**src/rtl/adder_sweep_ctrl.sv**
```systemverilog
// Exhaustive operand sweep driver/checker for the CLA-vs-CRA comparison top.
// Latency: each vector is held SETTLE_CYCLES clocks and sampled on the next one (SETTLE_CYCLES+1 per vector).
// Backpressure: none; start is ignored while busy, and abort stops a running sweep with results frozen.
module adder_sweep_ctrl #(
  parameter int WIDTH         = 8,
  parameter int SETTLE_CYCLES = 2
) (
  input  logic               clk,
  input  logic               rst,
  input  logic               start,
  input  logic               abort,
  input  logic               compare,
  output logic [WIDTH-1:0]   A,
  output logic [WIDTH-1:0]   B,
  output logic               cIn,
  output logic               busy,
  output logic               done,
  output logic [2*WIDTH+1:0] pass_count,
  output logic [2*WIDTH+1:0] err_count,
  output logic               first_fail_valid,
  output logic [2*WIDTH:0]   first_fail_vec
);

  localparam int VEC_W = 2*WIDTH + 1;
  localparam int CNT_W = 2*WIDTH + 2;
  // Last settle-counter value before the vector is sampled.
  localparam logic [3:0] SETTLE_LAST = 4'(SETTLE_CYCLES - 1);

  typedef enum logic [1:0] {
    ST_IDLE,
    ST_SETTLE,
    ST_SAMPLE,
    ST_DONE
  } state_t;

  state_t             state_q, state_d;
  logic [VEC_W-1:0]   idx_q, idx_d;
  logic [3:0]         settle_q, settle_d;
  logic [CNT_W-1:0]   pass_q, pass_d;
  logic [CNT_W-1:0]   err_q, err_d;
  logic               ffv_q, ffv_d;
  logic [VEC_W-1:0]   ffvec_q, ffvec_d;
  logic               busy_q, busy_d;
  logic               done_q, done_d;

  // Operands come straight from the vector index, cIn as the most significant bit,
  // so the sweep order is B fastest, then A, then cIn.
  assign B                = idx_q[WIDTH-1:0];
  assign A                = idx_q[2*WIDTH-1:WIDTH];
  assign cIn              = idx_q[2*WIDTH];
  assign busy             = busy_q;
  assign done             = done_q;
  assign pass_count       = pass_q;
  assign err_count        = err_q;
  assign first_fail_valid = ffv_q;
  assign first_fail_vec   = ffvec_q;

  // Next-state and next-result computation for the sweep FSM.
  always_comb begin
    state_d  = state_q;
    idx_d    = idx_q;
    settle_d = settle_q;
    pass_d   = pass_q;
    err_d    = err_q;
    ffv_d    = ffv_q;
    ffvec_d  = ffvec_q;
    busy_d   = busy_q;
    done_d   = done_q;

    unique case (state_q)
      ST_IDLE, ST_DONE: begin
        // abort has no meaning here; start always restarts from a clean slate.
        if (start) begin
          state_d  = ST_SETTLE;
          idx_d    = '0;
          settle_d = '0;
          pass_d   = '0;
          err_d    = '0;
          ffv_d    = 1'b0;
          ffvec_d  = '0;
          busy_d   = 1'b1;
          done_d   = 1'b0;
        end
      end

      ST_SETTLE: begin
        if (abort) begin
          state_d  = ST_IDLE;
          settle_d = '0;
          busy_d   = 1'b0;
        end else if (settle_q == SETTLE_LAST) begin
          state_d  = ST_SAMPLE;
          settle_d = '0;
        end else begin
          settle_d = settle_q + 4'd1;
        end
      end

      ST_SAMPLE: begin
        // An aborted sample is discarded: the vector is not counted.
        if (abort) begin
          state_d = ST_IDLE;
          busy_d  = 1'b0;
        end else begin
          if (compare) begin
            pass_d = pass_q + CNT_W'(1);
          end else begin
            err_d = err_q + CNT_W'(1);
            // Only the first failure in sweep order is kept.
            if (!ffv_q) begin
              ffv_d   = 1'b1;
              ffvec_d = idx_q;
            end
          end
          if (&idx_q) begin
            // Final vector: idx stays at all-ones so the last operands remain driven.
            state_d = ST_DONE;
            busy_d  = 1'b0;
            done_d  = 1'b1;
          end else begin
            idx_d   = idx_q + VEC_W'(1);
            state_d = ST_SETTLE;
          end
        end
      end

      default: begin
        state_d = ST_IDLE;
        busy_d  = 1'b0;
        done_d  = 1'b0;
      end
    endcase
  end

  // State and result registers; reset clears everything including partial results.
  always_ff @(posedge clk or posedge rst) begin
    if (rst) begin
      state_q  <= ST_IDLE;
      idx_q    <= '0;
      settle_q <= '0;
      pass_q   <= '0;
      err_q    <= '0;
      ffv_q    <= 1'b0;
      ffvec_q  <= '0;
      busy_q   <= 1'b0;
      done_q   <= 1'b0;
    end else begin
      state_q  <= state_d;
      idx_q    <= idx_d;
      settle_q <= settle_d;
      pass_q   <= pass_d;
      err_q    <= err_d;
      ffv_q    <= ffv_d;
      ffvec_q  <= ffvec_d;
      busy_q   <= busy_d;
      done_q   <= done_d;
    end
  end

endmodule

```
**config.mk**
```make
export PLATFORM = sky130hd
export DESIGN_NAME = adder_sweep_ctrl
export DESIGN_NICKNAME = d
export VERILOG_FILES = /design/src/rtl/adder_sweep_ctrl.sv
export SDC_FILE = /design/constraint.sdc
export NUM_CORES = 1
export LEC_CHECK = 0
export ABC_AREA = 0
export CAP_MARGIN = 20
export CORE_AREA = 5 5 96 98
export DETAILED_ROUTE_END_ITERATION = 10
export DIE_AREA = 0 0 101 103
export GPL_TIMING_DRIVEN = 0
export PLACE_DENSITY = 0.75
export SYNTH_ARGS = -nofsm -noshare
export SYNTH_HDL_FRONTEND = slang
export SYNTH_SLANG_ARGS = --single-unit
```
**constraint.sdc**
```tcl
create_clock -name clk -period 2.8 [get_ports clk]
set_input_delay 0.42 -clock clk [delete_from_list [all_inputs] [get_ports clk]]
set_output_delay 0.42 -clock clk [all_outputs]
set_load 0.05 [all_outputs]
```
== Word-level counts from Yosys, hierarchy flattened ==
Cells that the tools add are included.

* Register bits: 79
* Latch bits: 0
* Memory bits (writable): 0
* ROM bits: 0
* Input port bits: 5
* Memories: 0

* Add/sub/neg operators: 4
* $mul: 0
* Divide/modulo/power cells: 0
* Magnitude comparators: 0
* Equal/unequal tests: 14
* Shift operators: 0
* Muxes and demuxes: 37
* Bitwise logic cells: 0
* Reduce and logical (&&, ||, !) cells: 13

{| class="wikitable"
|+ Operators with widths
! cell !! count
|-
| 17-bit 2-to-1 mux || 6
|-
| 18-bit 2-to-1 mux || 5
|-
| 18-bit one-hot mux with 2 select lines || 2
|-
| 17-bit one-hot mux with 2 select lines || 2
|-
| 18-bit by 1-bit adder with 18-bit output, second input constant || 2
|-
| 17-bit by 1-bit adder with 17-bit output, second input constant || 1
|-
| 17-bit AND reduction || 1
|-
| 2-bit inequality test, second input constant || 8
|-
| 4-bit AND reduction || 4
|-
| 4-bit 2-to-1 mux || 3
|-
| 2-bit 2-to-1 mux || 5
|-
| 1-bit 2-to-1 mux || 9
|-
| 4-bit one-hot mux with 2 select lines || 1
|-
| 3-bit inequality test, second input constant || 2
|-
| 2-bit one-hot mux with 3 select lines || 1
|-
| 5-bit AND reduction || 1
|-
| 4-bit by 1-bit adder with 4-bit output, second input constant || 1
|-
| 2-bit equality test, second input constant || 2
|-
| 4-bit by 1-bit equality test with 1-bit output, second input constant || 1
|-
| 1-bit one-hot mux with 2 select lines || 2
|-
| 2-bit AND reduction || 2
|-
| 2-bit nonzero test || 2
|-
| 1-bit one-hot mux with 3 select lines || 1
|-
| 3-bit AND reduction || 1
|-
| 3 further kinds || 3
|}

== Longest topological paths before layout ==
Gate-level depths: netlist of the first run.

* Depth after elaboration: 4
* Mapped depth: 9
* Gate-level depth less buffers: 9

== Worst setup path before layout of the first run ==
Ideal clock, no wire load.

* Kind: register to register
* Start point: reg idx_q[0]
* End point: reg idx_q[14]
* Library setup time: 78 ps
* Arrival: 2454 ps
* Setup slack: 268 ps
* Cell stages (with the launch flop): 10
* Buffers on the path: 0
* Clock period less this slack: 2532 ps
* Cells stage by stage: dfrtp_1 -> ha_1 -> and2_1 -> nand3_1 -> nor2_1 -> ha_1 -> o21ai_2 -> nand4_2 -> or4_1 -> a21oi_1

* Cells in the longest elaborated chain, start to end: 4
* Elaborated cells on any way between the ends: 7
* Those cells by class: add/sub (1); eq/ne (1); mux (3); reduce/logical (2)

{| class="wikitable"
|+ Ends and longest elaborated chain
! what !! line !! text
|-
| start: declaration || 37 || <nowiki>logic [VEC_W-1:0] idx_q, idx_d;</nowiki>
|-
| start signal: assignment || 149 || <nowiki>idx_q <= idx_d;</nowiki>
|-
| 17-bit by 1-bit adder with 17-bit output || 121 || <nowiki>idx_d = idx_q + VEC_W'(1);</nowiki>
|-
| 17-bit 2-to-1 mux || 115 || <nowiki>if (&idx_q) begin</nowiki>
|-
| 17-bit 2-to-1 mux || 101 || <nowiki>if (abort) begin</nowiki>
|-
| 17-bit one-hot mux with 2 select lines || 70 || <nowiki>unique case (state_q)</nowiki>
|}

Several ways; a longest one is shown, not always the timed one. The select of a mux whose other input is x is not followed.
A chain may end at the register's enable or synchronous reset.

== Worst setup path after layout of the first run ==
Same ends and word-level chain as after synthesis.

==> flow_summary.toml, run 1 <==
[status]
status = "complete, no violations"

[worst_setup_path]
crit_path_start_kind = "register"
cp.depth = 9
r2r_start = "idx_q[0]"
crit_chain = "ha_1 > and2_1 > nand3_1 > nor2_1 > ha_1 > o21ai_2 > nand4_2 > or4_1 > a21oi_1"
reg2reg_depth = 9
endpoint = "idx_q[14]"
cpMaxStageDelayCell = "or4_1"
r2r_slack_ns = 0.24
crit_arrival_ns = 2.84
path_max_fanout = 9
crit_buf_inv = 0
critical_path.top_delay_family = "simple AND/OR/NAND/NOR gates"
crit_start = "idx_q[0]"
endpoint_kind = "register"
path_class = "reg2reg"
critPathMostFrequentCell = "ha_1"
r2r-end = "idx_q[14]"
cpPeakStageDelay_ns = 0.57
required_ns = 3.07

[pwr]
peakVddDrop_mv = 0.266
total_leakage_power_uw = 0.00215
p_clk_frac = 0.267
p_int_uw = 1940
p_sw_uw = 1170
p_total_uw = 3120
p_seq_frac = 0.404
pwr_density_cell_nw_per_um2 = 595
p_sw_frac = 0.377
p_comb_frac = 0.329

[placement]
pre_cts_ws_ns = 0.267
port_buffers = 76
dp.cells = 629
dpl.hpwl_microns = 7240
gp_congestion = 0.856

[clock_network]
htreeDepth = 3
root_buffer = "clkbuf_8"
cts_tree = "yes"
cts_buffers = 9
cts.path.max_buffers = 2
clk_latency_ns = 0.35
hold_buffers = 0
clk_pin_slew_ns = 0.08
cts_sinks = 79
cts_setup_buffers = 0
ctsResizeCount = 0

[routing]
drt_iter0_markers = 180
routed-via-count = 3652
wl_per_cell_microns = 15.7
drt_wl_total_microns = 10100
drtAntennaViolNets = 0
firstDrtPassIters = 4
remaining_drc_errors = 0
viasPerCell = 5.66

[floorplanning]
core_sq_um = 8380
dieWidth_microns = 101
ios = 78
dieArea_sq_um = 10400
rows = 34
floorplan.initialDensity = 0.492
die_y_microns = 103

[timing]
max_freq_mhz = 390
rsz0062_at_grt = "no"
post-route-period-util = 0.915
setup_ws_ns = 0.237
drv_slew = 0
tightest_slew_ns = 1.02
setup_viol = 0
fin_setup_tns_ns = 0
skew_ns = 0.0130
layout_min_cycle_time_ns = 2.56
relSlewSlack = 0.319
hold_viol = 0

[synthesis]
synthAdderAreaFrac = 0.0273
syn-cell-area_sq_um = 4130
synth_cells = 444
synth_mux_area_frac = 0.0513
synth_compound_area_frac = 0.148
synthSimpleGateAreaFrac = 0.223
synth_xor_area_frac = 0.0212
ys_types = 51
syn_avg_cell_area_sq_um = 9.29
synth-async-reset-ratio = 1.00
syn-num-nets = 458
ys_seq_area_frac = 0.479
synth-seq-cells = 79
synth_warnings = 0
synthFlopType = "dfrtp_1"
synth_top_family_by_area = "simple AND/OR/NAND/NOR gates"
synth-edff-count = 0

[global_routing]
use_met3 = 0.0487
antenna_found_initial = 0
grt_pass1_vias = 3560
grt_max_degree = 41
grt_pass1_wl_microns = 17300
grt_use_met1 = 0.283
top_usage_layer = "met2"
groute.usage.overall = 0.208
grt_overflow_total = 0
use_met2 = 0.329

[final_layout]
layout.cells.non_filler = 645
diodes = 0
drive_above_1_share = 0.0670
syn_to_final_growth_pct = 26.9
layout.nets = 546

[run]
cap_violations = 0

[hold_path]
hold_path.class = "in2reg"
[metrics by stage]
stage,instance area (sq um),hold slack (ns),utilization
6_report,5230,0.415,0.625
5_1_grt,5230,0.423,0.625
4_1_cts,5230,0.408,0.625
3_3_place_gp,5020,0.491,0.599
2_1_floorplan,4130,0.500,-
3_5_place_dp,5040,0.504,0.602
[per-layer routing]
metal,vias to the layer above,routed length (microns)
li1,1770,-
met1,1760,4590
met2,107,4850
met3,15,554
met4,0,151
met5,-,0
[registers in the layout, indices dropped and copies added, names as in the netlist]
| signal | flops |
|---|---|
| err_count | 18 |
| pass_count | 18 |
| first_fail_vec | 17 |
| idx_q | 17 |
| settle_q | 4 |
| state_q | 2 |
| busy | 1 |
| done | 1 |
| first_fail_valid | 1 |
[power groups by stage]
| stage | Sequential, uW | Clock, uW | Combinational (uW) |
|---|---|---|---|
| after floorplan | 1380 | 0 | 649 |
| after global placement | 1280 | 0 | 991 |
| after detailed placement | 1280 | 0 | 1020 |
| after global routing | 1270 | 900 | 1140 |
| final | 1260 | 831 | 1020 |
| after CTS | 1260 | 844 | 1040 |
[cell families after synthesis]
group           after synthesis
mux                          21
xor+xnor                     10
buf+inv                      52
fa+ha+maj                     9
flops                        79
simple gates                170
compound gates              103
[cells in the mapped netlist, drive strengths merged (4+ instances only)]
cell type | n | share of area
dfrtp | 79 | 0.48
nand2 | 60 | 0.055
a21oi | 37 | 0.045
inv | 33 | 0.030
o21ai | 33 | 0.041
nand3 | 23 | 0.028
mux2i | 20 | 0.049
or3 | 15 | 0.023
nor2 | 14 | 0.013
or4 | 14 | 0.027
nand4 | 13 | 0.026
clkbuf | 12 | 0.011
o31ai | 12 | 0.022
ha | 9 | 0.027
buf | 7 | 0.0088
nand2b | 7 | 0.011
xor2 | 7 | 0.015
and3 | 6 | 0.0091
and4 | 5 | 0.011
nor4 | 5 | 0.0076
a22o | 4 | 0.0085
[cell usage in the layout, fill, tap and decap left out, types with 2 or more instances in the layout]
cell,instances
buf_2,5
and2_1,2
nor2_1,14
nor3_1,2
nand2b_1,7
mux2i_1,20
a21o_1,3
nand3_1,23
a22o_1,4
ha_1,9
a21oi_1,37
clkdlybuf4s50_1,76
xor2_1,7
a31oi_1,2
or4_1,12
clkbuf_1,13
xnor2_1,3
inv_1,32
o31ai_1,12
nand4_1,10
o21ai_0,32
nor4_1,5
and4_1,4
and3_1,6
o22ai_1,3
or3_1,14
dfrtp_1,79
clkinvlp_4,2
clkbuf_8,9
nand2_1,59
a211o_1,2
nand4_2,2
[how the worst min path moves through the flow]
stage               cells after the start  slack, ns             to           from
finish                                  2       0.41     state_q[1]          abort
floorplan                               2       0.50     state_q[1]     state_q[1]
global placement                        1       0.49  err_count[14]  err_count[14]
global route                            2       0.42     state_q[1]          abort
CTS                                     2       0.41     state_q[1]          abort
detailed placement                      1       0.50  err_count[14]  err_count[14]
[cell type report]
class / count / area [sq um]
timing repair buffer: 77 / 781
clock inverter: 5 / 58.8
sequential: 79 / 1980
fill: 749 / 3150
clock buffer: 11 / 131
multi-input combinational: 313 / 1940
tap: 108 / 135
inverter: 33 / 126
buffer: 19 / 82.6
Note: power is estimated with default switching activity, not from simulation.
==> run 2, diff against run 1 <==
--- a/config.mk
+++ b/config.mk
@@ -7,9 +7,10 @@
 export LEC_CHECK = 0
 export ABC_AREA = 0
 export CAP_MARGIN = 20
-export CORE_AREA = 5 5 96 98
+export CORE_AREA = 5 5 87 89
 export DETAILED_ROUTE_END_ITERATION = 10
-export DIE_AREA = 0 0 101 103
+export DIE_AREA = 0 0 92 94
+export DONT_BUFFER_PORTS = 1
 export GPL_TIMING_DRIVEN = 0
 export PLACE_DENSITY = 0.75
 export SYNTH_ARGS = -nofsm -noshare
==> run 2 against run 1 <==
Wire length is 8.6% lower. Fmax shrank 1.9%. Critical endpoint is now idx_q[13]. Clock skew is 0.0057 ns lower. Clock power fell by 2.9%. Die area decreased by 17%. First-iteration DRC count decreased by 12%. Non-clock buffer count shrank 75. Sequential power up 9.5%. Final area decreased by 14%. Count of clock-buffer cells in the layout unchanged. Utilization rose by 4.6 points. Worst setup slack worse by 0.049 ns.
==> flow_summary.toml, run 2 (synthesis results as in run 1) <==
[status]
status = "complete, no violations"

[clock_network]
cts_setup_buffers = 0
cts_buffers = 9
cts_sinks = 79
root_buffer = "clkbuf_8"
htreeDepth = 3
cts_tree = "yes"
clk_pin_slew_ns = 0.08
cts.path.max_buffers = 2
clk_latency_ns = 0.35

[floorplanning]
floorplan.initialDensity = 0.617
rows = 30
dieArea_sq_um = 8650
ios = 78
die_y_microns = 94
dieWidth_microns = 92
core_sq_um = 6680

[global_routing]
grt_pass1_wl_microns = 15300
antenna_found_initial = 0
grt_max_degree = 49
groute.usage.overall = 0.220
grt_overflow_total = 0
grt_pass1_vias = 3079

[pwr]
p_total_uw = 3040
pwr_density_cell_nw_per_um2 = 679
peakVddDrop_mv = 0.349
total_leakage_power_uw = 0.00189

[routing]
viasPerCell = 6.07
firstDrtPassIters = 4
drt_iter0_markers = 158
wl_per_cell_microns = 17.1
remaining_drc_errors = 0
routed-via-count = 3285
drtAntennaViolNets = 0
drt_wl_total_microns = 9270

[timing]
max_freq_mhz = 383
skew_ns = 0.00729
layout_min_cycle_time_ns = 2.61
tightest_slew_ns = 0.925
setup_ws_ns = 0.188
fin_setup_tns_ns = 0
setup_viol = 0
rsz0062_at_grt = "no"
hold_viol = 0
relSlewSlack = 0.379
drv_slew = 0
post-route-period-util = 0.933

[worst_setup_path]
endpoint_kind = "register"
r2r_slack_ns = 0.19
crit_arrival_ns = 2.88
path_max_fanout = 10
required_ns = 3.07
crit_path_start_kind = "register"
path_class = "reg2reg"

[final_layout]
multi_input_area_sq_um = 1970
diodes = 0
fin_util = 0.670
layout.nets = 471
drive_above_1_share = 0.0933
fillCellCount = 530
syn_to_final_growth_pct = 8.58
layout_commonest_cell = "dfrtp_1"
seqCellArea_sq_um = 1990
final_cell_mix = "dfrtp_1 (71), nand2_1 (59), a21oi_1 (37)"

[placement]
gp_congestion = 0.805
port_buffers = 0
pre_cts_ws_ns = -0.00949
dpl.hpwl_microns = 6660

[hold_path]
hold_path.class = "in2reg"

[run]
cap_violations = 0
==> run 2: changes by cell type in the layout (fill, tap and decap cells not counted), sizes merged <==
cell	delta
dlygate4sd3	+1
clkinvlp	-1
clkdlybuf4s50	-76
==> run 2: report_power, final <==
group	leakage, uW	total, uW	switching [uW]	internal, uW
Sequential	0.00108	1380	182	1200
Combinational	0.000714	857	576	280
Clock	0.0000892	807	402	405
Total	0.00189	3040	1160	1880
==> run 2: metal layers <==
layer  part of all wire  routed length [microns]  vias to the layer above  global-route usage
met3              0.072                      667                       15              0.0617
met1               0.43                     3990                     1557               0.282
met4              0.014                      134                        0              0.0879
met2               0.48                     4480                       95               0.353
met5                  0                        0                        -                   0
li1                   -                        -                     1618                   -
==> run 2: worst max-delay path, cell delays in order, from the launching register on <==
cell and delay [ns]:
dfrtp_2 0.54, ha_1 0.26, and2_1 0.19, nand3_1 0.10, nor2_1 0.07, ha_1 0.23, o21ai_4 0.25, nand4_4 0.21
or4_1 0.53, a21oi_1 0.15
==> run 2: repair_timing <==
item,4_1_cts,5_1_grt
resized for setup,1,10
setup endpoints to repair,2,8
endpoints found under the hold margin,31,0
hold buffers,1,0
==> run 2: path summary, 6_finish.rpt <==
path                       depth (start not counted)        from                 to
max                                                9    idx_q[0]          idx_q[13]
min                                                2       start               busy
max reg2reg                                        9    idx_q[0]          idx_q[13]
min reg2reg                                        2  state_q[0]         state_q[0]
max in group asynchronous                          3         rst           idx_q[8]
min in group asynchronous                          2         rst  first_fail_vec[4]
==> run 2: area by class of cell <==
class / count / share of cell area
buffer: 19 / 0.0184
clock inverter: 4 / 0.0106
sequential: 79 / 0.444
inverter: 33 / 0.0282
multi-input combinational: 313 / 0.439
tap: 80 / 0.0223
timing repair buffer: 2 / 0.00838
clock buffer: 11 / 0.0293
==> run 2: stage by stage <==
stage / instance area, sq um / std cells / hold slack (ns)
floorplan: 4130 / 444 / 0.500
global placement: 4230 / 524 / 0.528
detailed placement: 4260 / 525 / 0.325
CTS: 4450 / 541 / 0.260
global route: 4480 / 541 / 0.269
finish: 4480 / 541 / 0.264
==> run 3, diff against run 2 <==
--- a/config.mk
+++ b/config.mk
@@ -7,12 +7,12 @@
 export LEC_CHECK = 0
 export ABC_AREA = 0
 export CAP_MARGIN = 20
-export CORE_AREA = 5 5 87 89
+export CORE_AREA = 5 5 92 94
 export DETAILED_ROUTE_END_ITERATION = 10
-export DIE_AREA = 0 0 92 94
+export DIE_AREA = 0 0 97 99
 export DONT_BUFFER_PORTS = 1
 export GPL_TIMING_DRIVEN = 0
-export PLACE_DENSITY = 0.75
+export PLACE_DENSITY = 0.7
 export SYNTH_ARGS = -nofsm -noshare
 export SYNTH_HDL_FRONTEND = slang
 export SYNTH_SLANG_ARGS = --single-unit
==> constraint.sdc (replaced) <==
create_clock -name clk -period 2.13 [get_ports clk]
set_input_delay 0.3195 -clock clk [delete_from_list [all_inputs] [get_ports clk]]
set_output_delay 0.3195 -clock clk [all_outputs]
set_load 0.1 [all_outputs]
==> run 3 against run 2 <==
The run now ends with negative setup slack left. Clock skew rose by 0.0086 ns. Via count rose by 4.7%. Critical path depth did not move. Worst setup slack got worse by 0.44 ns.
==> flow_summary.toml, run 3 (synthesis results as in run 1) <==
[status]
status = "finished with violations"
failed_checks = "negative setup slack"

[final_layout]
fillCellCount = 571
layout.nets = 488
design_area_sq_um = 5030
final_cell_mix = "nand2_1 (58), a21oi_1 (33), dfrtp_1 (33), dfrtp_4 (33), inv_1 (32)"
layout.cells.non_filler = 581
drive_above_1_share = 0.292
layout_commonest_cell = "nand2_1"
diodes = 0
fin_util = 0.665
syn_to_final_growth_pct = 22.0

[global_routing]
grt_max_degree = 42
grt_pass1_wl_microns = 16400
antenna_found_initial = 0
grt_overflow_total = 0
grt_pass1_vias = 3271
groute.usage.overall = 0.206

[routing]
drt_iter0_markers = 133
drt_wl_total_microns = 9900
remaining_drc_errors = 0
routed-via-count = 3439
drtAntennaViolNets = 0
wl_per_cell_microns = 17.0
viasPerCell = 5.92
firstDrtPassIters = 5

[timing]
setup_ws_ns = -0.256
layout_min_cycle_time_ns = 2.39
relSlewSlack = 0.278
rsz0062_at_grt = "yes"
post-route-period-util = 1.12
skew_ns = 0.0159
tightest_slew_ns = 1.08
max_freq_mhz = 419
fin_setup_tns_ns = -2.36
drv_slew = 0
setup_viol = 14
hold_viol = 0

[clock_network]
cts_sinks = 79
root_buffer = "clkbuf_8"
hold_buffers = 0
clk_pin_slew_ns = 0.10
cts_tree = "yes"
htreeDepth = 3
cts_buffers = 9
clk_latency_ns = 0.35
cts.path.max_buffers = 2

[worst_setup_path]
path_max_fanout = 7
crit_arrival_ns = 2.67
endpoint_kind = "register"
crit_path_start_kind = "register"
required_ns = 2.41
path_class = "reg2reg"

[floorplanning]
core_sq_um = 7570
rows = 32
ios = 78
die_y_microns = 99
dieArea_sq_um = 9600
floorplan.initialDensity = 0.545
dieWidth_microns = 97

[pwr]
peakVddDrop_mv = 0.799
total_leakage_power_uw = 0.00197
pwr_density_cell_nw_per_um2 = 888

[placement]
dp.cells = 547
dpl.hpwl_microns = 6650
port_buffers = 0
place_area_sq_um = 4400
gp_congestion = 0.817

[hold_path]
hold_path.class = "in2async"

[run]
cap_violations = 0
-- run 3: layout make-up --
| class | count | area (sq um) | share of cell area |
|---|---|---|---|
| Multi-Input combinational cell | 314 | 2170 | 0.432 |
| Sequential cell | 79 | 2120 | 0.421 |
| Timing Repair Buffer | 19 | 163 | 0.0323 |
| Inverter | 33 | 128 | 0.0254 |
| Tap cell | 102 | 128 | 0.0254 |
| Clock buffer | 9 | 124 | 0.0246 |
| Buffer | 18 | 118 | 0.0234 |
| Clock inverter | 7 | 80.1 | 0.0159 |
-- run 3: stage by stage --
step	hold slack (ns)	total power [uW]	setup slack (ns)
after global routing	0.0714	4720	-0.338
final	0.00305	4470	-0.256
after floorplan	0.497	2860	-0.279
after detailed placement	0.411	3130	-0.467
after CTS	0.0205	4380	-0.227
after global placement	0.516	3100	-0.431
-- run 3: worst paths after layout --
check	from	to	slack [ns]	depth (start not counted)
max reg2reg	idx_q[6]	idx_q[11]	-0.26	9
min	rst	idx_q[8]	0.003	1
max in group asynchronous	rst	idx_q[1]	1.43	2
min reg2reg	settle_q[0]	settle_q[0]	0.56	1
max	idx_q[6]	idx_q[11]	-0.26	9
min in group clk	start	busy	0.17	2
-- run 3: critical path: stages (launching register included) --
cell and delay, ns:
dfrtp_4 0.64, and4_4 0.26, nand4_1 0.17, nor2_4 0.07, ha_4 0.17, o21ai_4 0.24, nand4_4 0.15, buf_4 0.17
or3_1 0.31, a21oi_1 0.12
-- run 3: report_power, final --
| part | total [uW] | switching (uW) | internal (uW) |
|---|---|---|---|
| Combinational | 1320 | 830 | 492 |
| Clock | 1160 | 598 | 558 |
| Sequential | 1990 | 407 | 1590 |
-- run 3: repair_timing --
action,CTS,global route
setup endpoints to repair,62,62
gates resized for setup,53,45
pin swaps,10,10
setup buffers,9,10
cloned,1,0
-- run 3: metal layers --
| layer | vias to the layer above | track usage | routed length [microns] |
|---|---|---|---|
| met5 | - | 0 | 0 |
| met4 | 0 | 0.0594 | 140 |
| met3 | 13 | 0.0524 | 663 |
| met2 | 94 | 0.322 | 4650 |
| met1 | 1677 | 0.287 | 4450 |
| li1 | 1655 | - | - |
==> edit 1 (flow settings as in run 2) <==
`WIDTH`: 8 -> 7.
--- a/src/rtl/adder_sweep_ctrl.sv
+++ b/src/rtl/adder_sweep_ctrl.sv
@@ -2,7 +2,7 @@
 // Latency: each vector is held SETTLE_CYCLES clocks and sampled on the next one (SETTLE_CYCLES+1 per vector).
 // Backpressure: none; start is ignored while busy, and abort stops a running sweep with results frozen.
 module adder_sweep_ctrl #(
-  parameter int WIDTH         = 8,
+  parameter int WIDTH         = 7,
   parameter int SETTLE_CYCLES = 2
 ) (
   input  logic               clk,
Ports: changed (5 resized); port bits go from 78 to 70. The function was not compared with the original's and may differ.
==> edit 1 against run 2 <==
  * Non-clock buffer count is 8 lower
  * Via count is 15% lower
  * Worst setup slack better by 0.11 ns
  * Sequential cell count is 8 lower
  * Global-route usage is 1.6 points lower
  * Wire length is 12% lower
  * Synthesized area is 13% lower
  * Sequential share of layout area is 1.1 points higher
  * Total power is 7.8% lower
  * Design area is 13% lower
  * Die area stayed put
  * Synthesized cell count is 14% lower
  * Maximum frequency is 4.3% higher
  * Critical path type unchanged
==> edit 1: results (changes against run 2) <==
----------------------------------------------------
[Place]
  Dpl cell area ... 3676 sq um (-14%)
  Worst setup slack after placement ... 0.3177 ns (+0.3272 ns)
  Number of instances in the placed design ... 464 (-12%)
  HPWL reported at the end of detailed placement ... 5.956 mm (-11%)

[Critical path]
  WP data arrival ... 2.74 ns (-0.14 ns)
  Capturing point of the worst reg2reg path ... idx_q[5]
  Top fanout value on the critical path ... 7 (-3)
  Reg-to-reg setup timing slack ... 0.30 ns (+0.11 ns)
  Delay of the slowest critical-path stage ... 0.77 ns (+0.23 ns)
  Reg2reg path depth ... 6 (-3)

[Cells and area]
  Multi-input logic portion of the cell area ... 0.4336 (-0.005551)
  Fraction of standard cell area that is sequential ... 0.4547 (+0.01111)
  Nets ... 407 (-14%)
  Share of cells above drive strength 1 ... 0.07500 (-0.01828)
  Non-clock buffer area fraction after layout ... 0.01377 (-0.01305)
  Seq cells ... 71 (-10%)
  Layout inverter count without the clock tree ... 13 (-61%)
  Fillers ... 589 (+11%)
  Non-filler cells in the finished layout ... 480 (-11%)

[Route]
  Metal1 wirelength ... 3.397 mm (-15%)
  Total via count after detailed routing ... 2803 (-15%)
  Routed met3 length ... 791 microns (+19%)
  Number of design-rule violations left by the first detailed-router iteration ... 124 (-22%)
  Metal2 WL ... 3.861 mm (-14%)
  Wirelength per Cell ... 16.97 microns (-1.0%)

[Clock network]
  PostCTS Resize Cnt ... 0 (-1)
  Hold buffer count at CTS ... 0 (-1)

[Power and ir drop]
  Standby leakage power ... 1.644 nW (-13%)
  VDD IR max ... 337.2 uV (-3.4%)
  Switching power of the nets ... 0.001012 W (-13%)
  Cell Pwr Density ... 717.9 nW/um^2 (+5.7%)

[STA]
  Fin Hold WS ... 0.1041 ns (-0.1603 ns)
  Worst clock skew ... 0.004844 ns (-0.002445 ns)

[Outcome]
  Status ... finished clean

[Logic synthesis]
  Register area share after synthesis ... 0.4972 (+0.01798)
  Most instantiated cells after synthesis ... 73 x sky130_fd_sc_hd__nand2_1, 71 x sky130_fd_sc_hd__dfrtp_1, 34 x sky130_fd_sc_hd__nor2_1
  Syn nets ... 396 (-14%)

[Hold path]
  Path type of the worst min-delay path ... input port to async pin

[Global routing]
  Global routing usage summed across all routing layers ... 0.2035 (-0.01641)
  Maximum number of pins on one net before global-route repair ... 72 (+47%)

----------------------------------------------------
## edit 1: cell types whose count changed in the layout (fill, tap and decap cells not counted), sizes merged, moves of 5 or more
| cell | run 2 | this run |
|---|---|---|
| xnor2 | 3 | 11 |
| nor3 | 2 | 7 |
| or3 | 15 | 5 |
| nand2 | 60 | 73 |
| or4 | 14 | 2 |
| xor2 | 7 | 16 |
| dfrtp | 79 | 71 |
| a21oi | 37 | 11 |
| nor2 | 14 | 34 |
| inv | 33 | 13 |
| mux2i | 20 | 3 |
## edit 1: logic make-up after synthesis
group                    Yosys count  share of synthesized area
buffers and inverters             26                    0.02871
adder cells (fa/ha/maj)            7                    0.02451
AO/OA/AOI/OAI                     71                     0.1274
flip-flops                        71                     0.4972
AND/OR/NAND/NOR                  178                     0.2444
XOR/XNOR                          27                    0.06617
multiplexers                       4                    0.01155
## edit 1: worst max path at each step
| stage | end | slack, ns |
|---|---|---|
| global route | idx_q[5] | 0.21 |
| finish | idx_q[5] | 0.30 |
| detailed placement | idx_q[5] | 0.32 |
| global placement | settle_q[2] | -0.09 |
| floorplan | idx_q[5] | 0.51 |
| CTS | idx_q[5] | 0.31 |
## edit 1: metal layers
metal,vias up,global-route usage
met5,-,0
met2,88,0.3321
met4,0,0.05322
met1,1339,0.2442
li1,1364,-
met3,12,0.09375
## edit 1: power by group through the flow
stage / sequential [W] / clock, W / combinational, W
after floorplan: 0.00123 / 0 / 0.000481
after CTS: 0.00123 / 0.000945 / 0.000644
after global routing: 0.00124 / 0.000988 / 0.000737
final: 0.00123 / 0.000928 / 0.000643
after global placement: 0.00125 / 0 / 0.000618
after detailed placement: 0.00125 / 0 / 0.000642
==> edit 2 (config.mk and constraints of run 2) <==
Made on the original files. Make the reset (`rst`) synchronous in one clocked block.
--- a/src/rtl/adder_sweep_ctrl.sv
+++ b/src/rtl/adder_sweep_ctrl.sv
@@ -133,7 +133,7 @@
   end
 
   // State and result registers; reset clears everything including partial results.
-  always_ff @(posedge clk or posedge rst) begin
+  always_ff @(posedge clk) begin
     if (rst) begin
       state_q  <= ST_IDLE;
       idx_q    <= '0;
Check against the original RTL: differs if rst is asserted again (counterexample within 4 cycles, from zero or initial values and one cycle with rst high); with rst held inactive, the same outputs for 10 cycles.
==> edit 2 against run 2 <==
  * Largest cell class is now multi-input combinational cells
  * Count of clock-buffer cells in the layout is 1 lower
  * Synthesized area is 6.9% lower
  * Clock skew is 0.0038 ns higher
  * Worst setup slack worse by 0.014 ns
  * Design area is 7.3% lower
  * Sequential cell count stayed put
  * Wire length is 0.73% higher
  * Sequential share of layout area is 6.1 points lower
  * Maximum frequency is 0.53% lower
Power is not compared: it rests on default switching activity, and its combinational part moved more than twofold at a synthesized area within 25%.
==> edit 2: results (changes against run 2) <==
----------------------------------------------------
[Outcome]
  Status ... finished clean

[Critical path]
  Top fanout value on the critical path ... 9 (-1)
  Capturing point of the worst reg2reg path ... idx_q[14]
  Launch point of the critical path ... idx_q[5]
  WP data arrival ... 2.90 ns (+0.02 ns)
  Reg2reg path depth ... 7 (-2)

[Cells and area]
  Nets ... 483 (+2.5%)
  Share of cells above drive strength 1 ... 0.08650 (-0.006778)
  Non-filler cells in the finished layout ... 554 (+2.4%)

[Hold path]
  Worst Hold End ... pass_count[1]

[Power and ir drop]
  Total chip power ... approximately 0.0022 W

[Place]
  Number of instances in the placed design ... 538 (+2.5%)
  HPWL reported at the end of detailed placement ... 6.837 mm (+2.7%)
  Dpl cell area ... 3940 sq um (-7.4%)
  Worst setup slack after placement ... 0.04585 ns (+0.05533 ns)
  Global placer's final weighted congestion ... 0.8300 (+3.2%)

[Global routing]
  Global routing usage summed across all routing layers ... 0.2239 (+0.003995)
  Maximum number of pins on one net before global-route repair ... 15 (-69%)
  Global-route wire length before repair ... 15.73 mm (+2.9%)

[Logic synthesis]
  Register area share after synthesis ... 0.4119 (-0.06736)
  Cell count after synthesis ... 458 (+3.2%)
  Most instantiated cells after synthesis ... 79 x sky130_fd_sc_hd__dfxtp_1, 54 x sky130_fd_sc_hd__a21oi_1, 44 x sky130_fd_sc_hd__nand2_1
  Number of distinct standard cells referenced by the synthesized netlist ... 57 (+12%)
  Cell types occupying the most area after synthesis ... sky130_fd_sc_hd__dfxtp_1 41%, sky130_fd_sc_hd__a21oi_1 7.0%, sky130_fd_sc_hd__nand3_1 5.0%

[STA]
  Fin Hold WS ... 0.2469 ns (-0.01752 ns)
  Relative max-transition margin ... 0.5137 (+0.1349)
  Worst clock skew ... 0.01105 ns (+0.003763 ns)
  Maximum clock frequency ... 380.9 MHz (-0.53%)

[Route]
  Number of design-rule violations left by the first detailed-router iteration ... 207 (+31%)

----------------------------------------------------
[edit 2: cell types whose count changed after synthesis, sizes merged, moves of 4 or more]
| cell | delta |
|---|---|
| buf | +4 |
| and2 | +5 |
| a22o | -4 |
| dfxtp | +79 |
| nand2 | -16 |
| dfrtp | -79 |
| nor2 | +12 |
| mux2i | -16 |
| o21ai | -10 |
| o211ai | +7 |
| nand3 | +15 |
| a21oi | +17 |
| inv | -21 |
| nand4 | +4 |
[edit 2: how the worst max path moves through the flow]
stage | end | slack, ns | cells past startpoint
after floorplan | idx_q[15] | 0.32 | 8
after global placement | idx_q[15] | 0.10 | 8
after detailed placement | idx_q[10] | 0.05 | 8
after CTS | idx_q[14] | 0.02 | 8
after global routing | idx_q[15] | 0.01 | 8
final | idx_q[14] | 0.17 | 7
[edit 2: cell families after synthesis]
logic type / Yosys count / share of synthesized area
simple gates: 202 / 0.2861
flops: 79 / 0.4119
compound gates: 119 / 0.1945
xor+xnor: 10 / 0.02281
buf+inv: 34 / 0.04105
mux: 5 / 0.01434
fa+ha+maj: 9 / 0.02933
[edit 2: area by class of cell]
class / instances / area, sq um
Buffer: 22 / 112.6
Tap cell: 80 / 100.1
Inverter: 12 / 45.04
Clock inverter: 6 / 67.56
Sequential cell: 79 / 1588
Clock buffer: 10 / 137.6
Fill cell: 600 / 2530
Multi-Input combinational cell: 345 / 2101
[edit 2: per-layer routing]
layer  up-vias  track usage  share of wire
met5         -            0              0
met1      1613       0.2590           0.42
met3        14      0.06731          0.071
met4         0       0.1052          0.019
met2        90       0.3796           0.49
li1       1724            -              -
[edit 2: repair_timing]
item,4_1_cts,5_1_grt
gates resized for setup,0,5
hold buffers,0,0
setup endpoints to repair,0,8
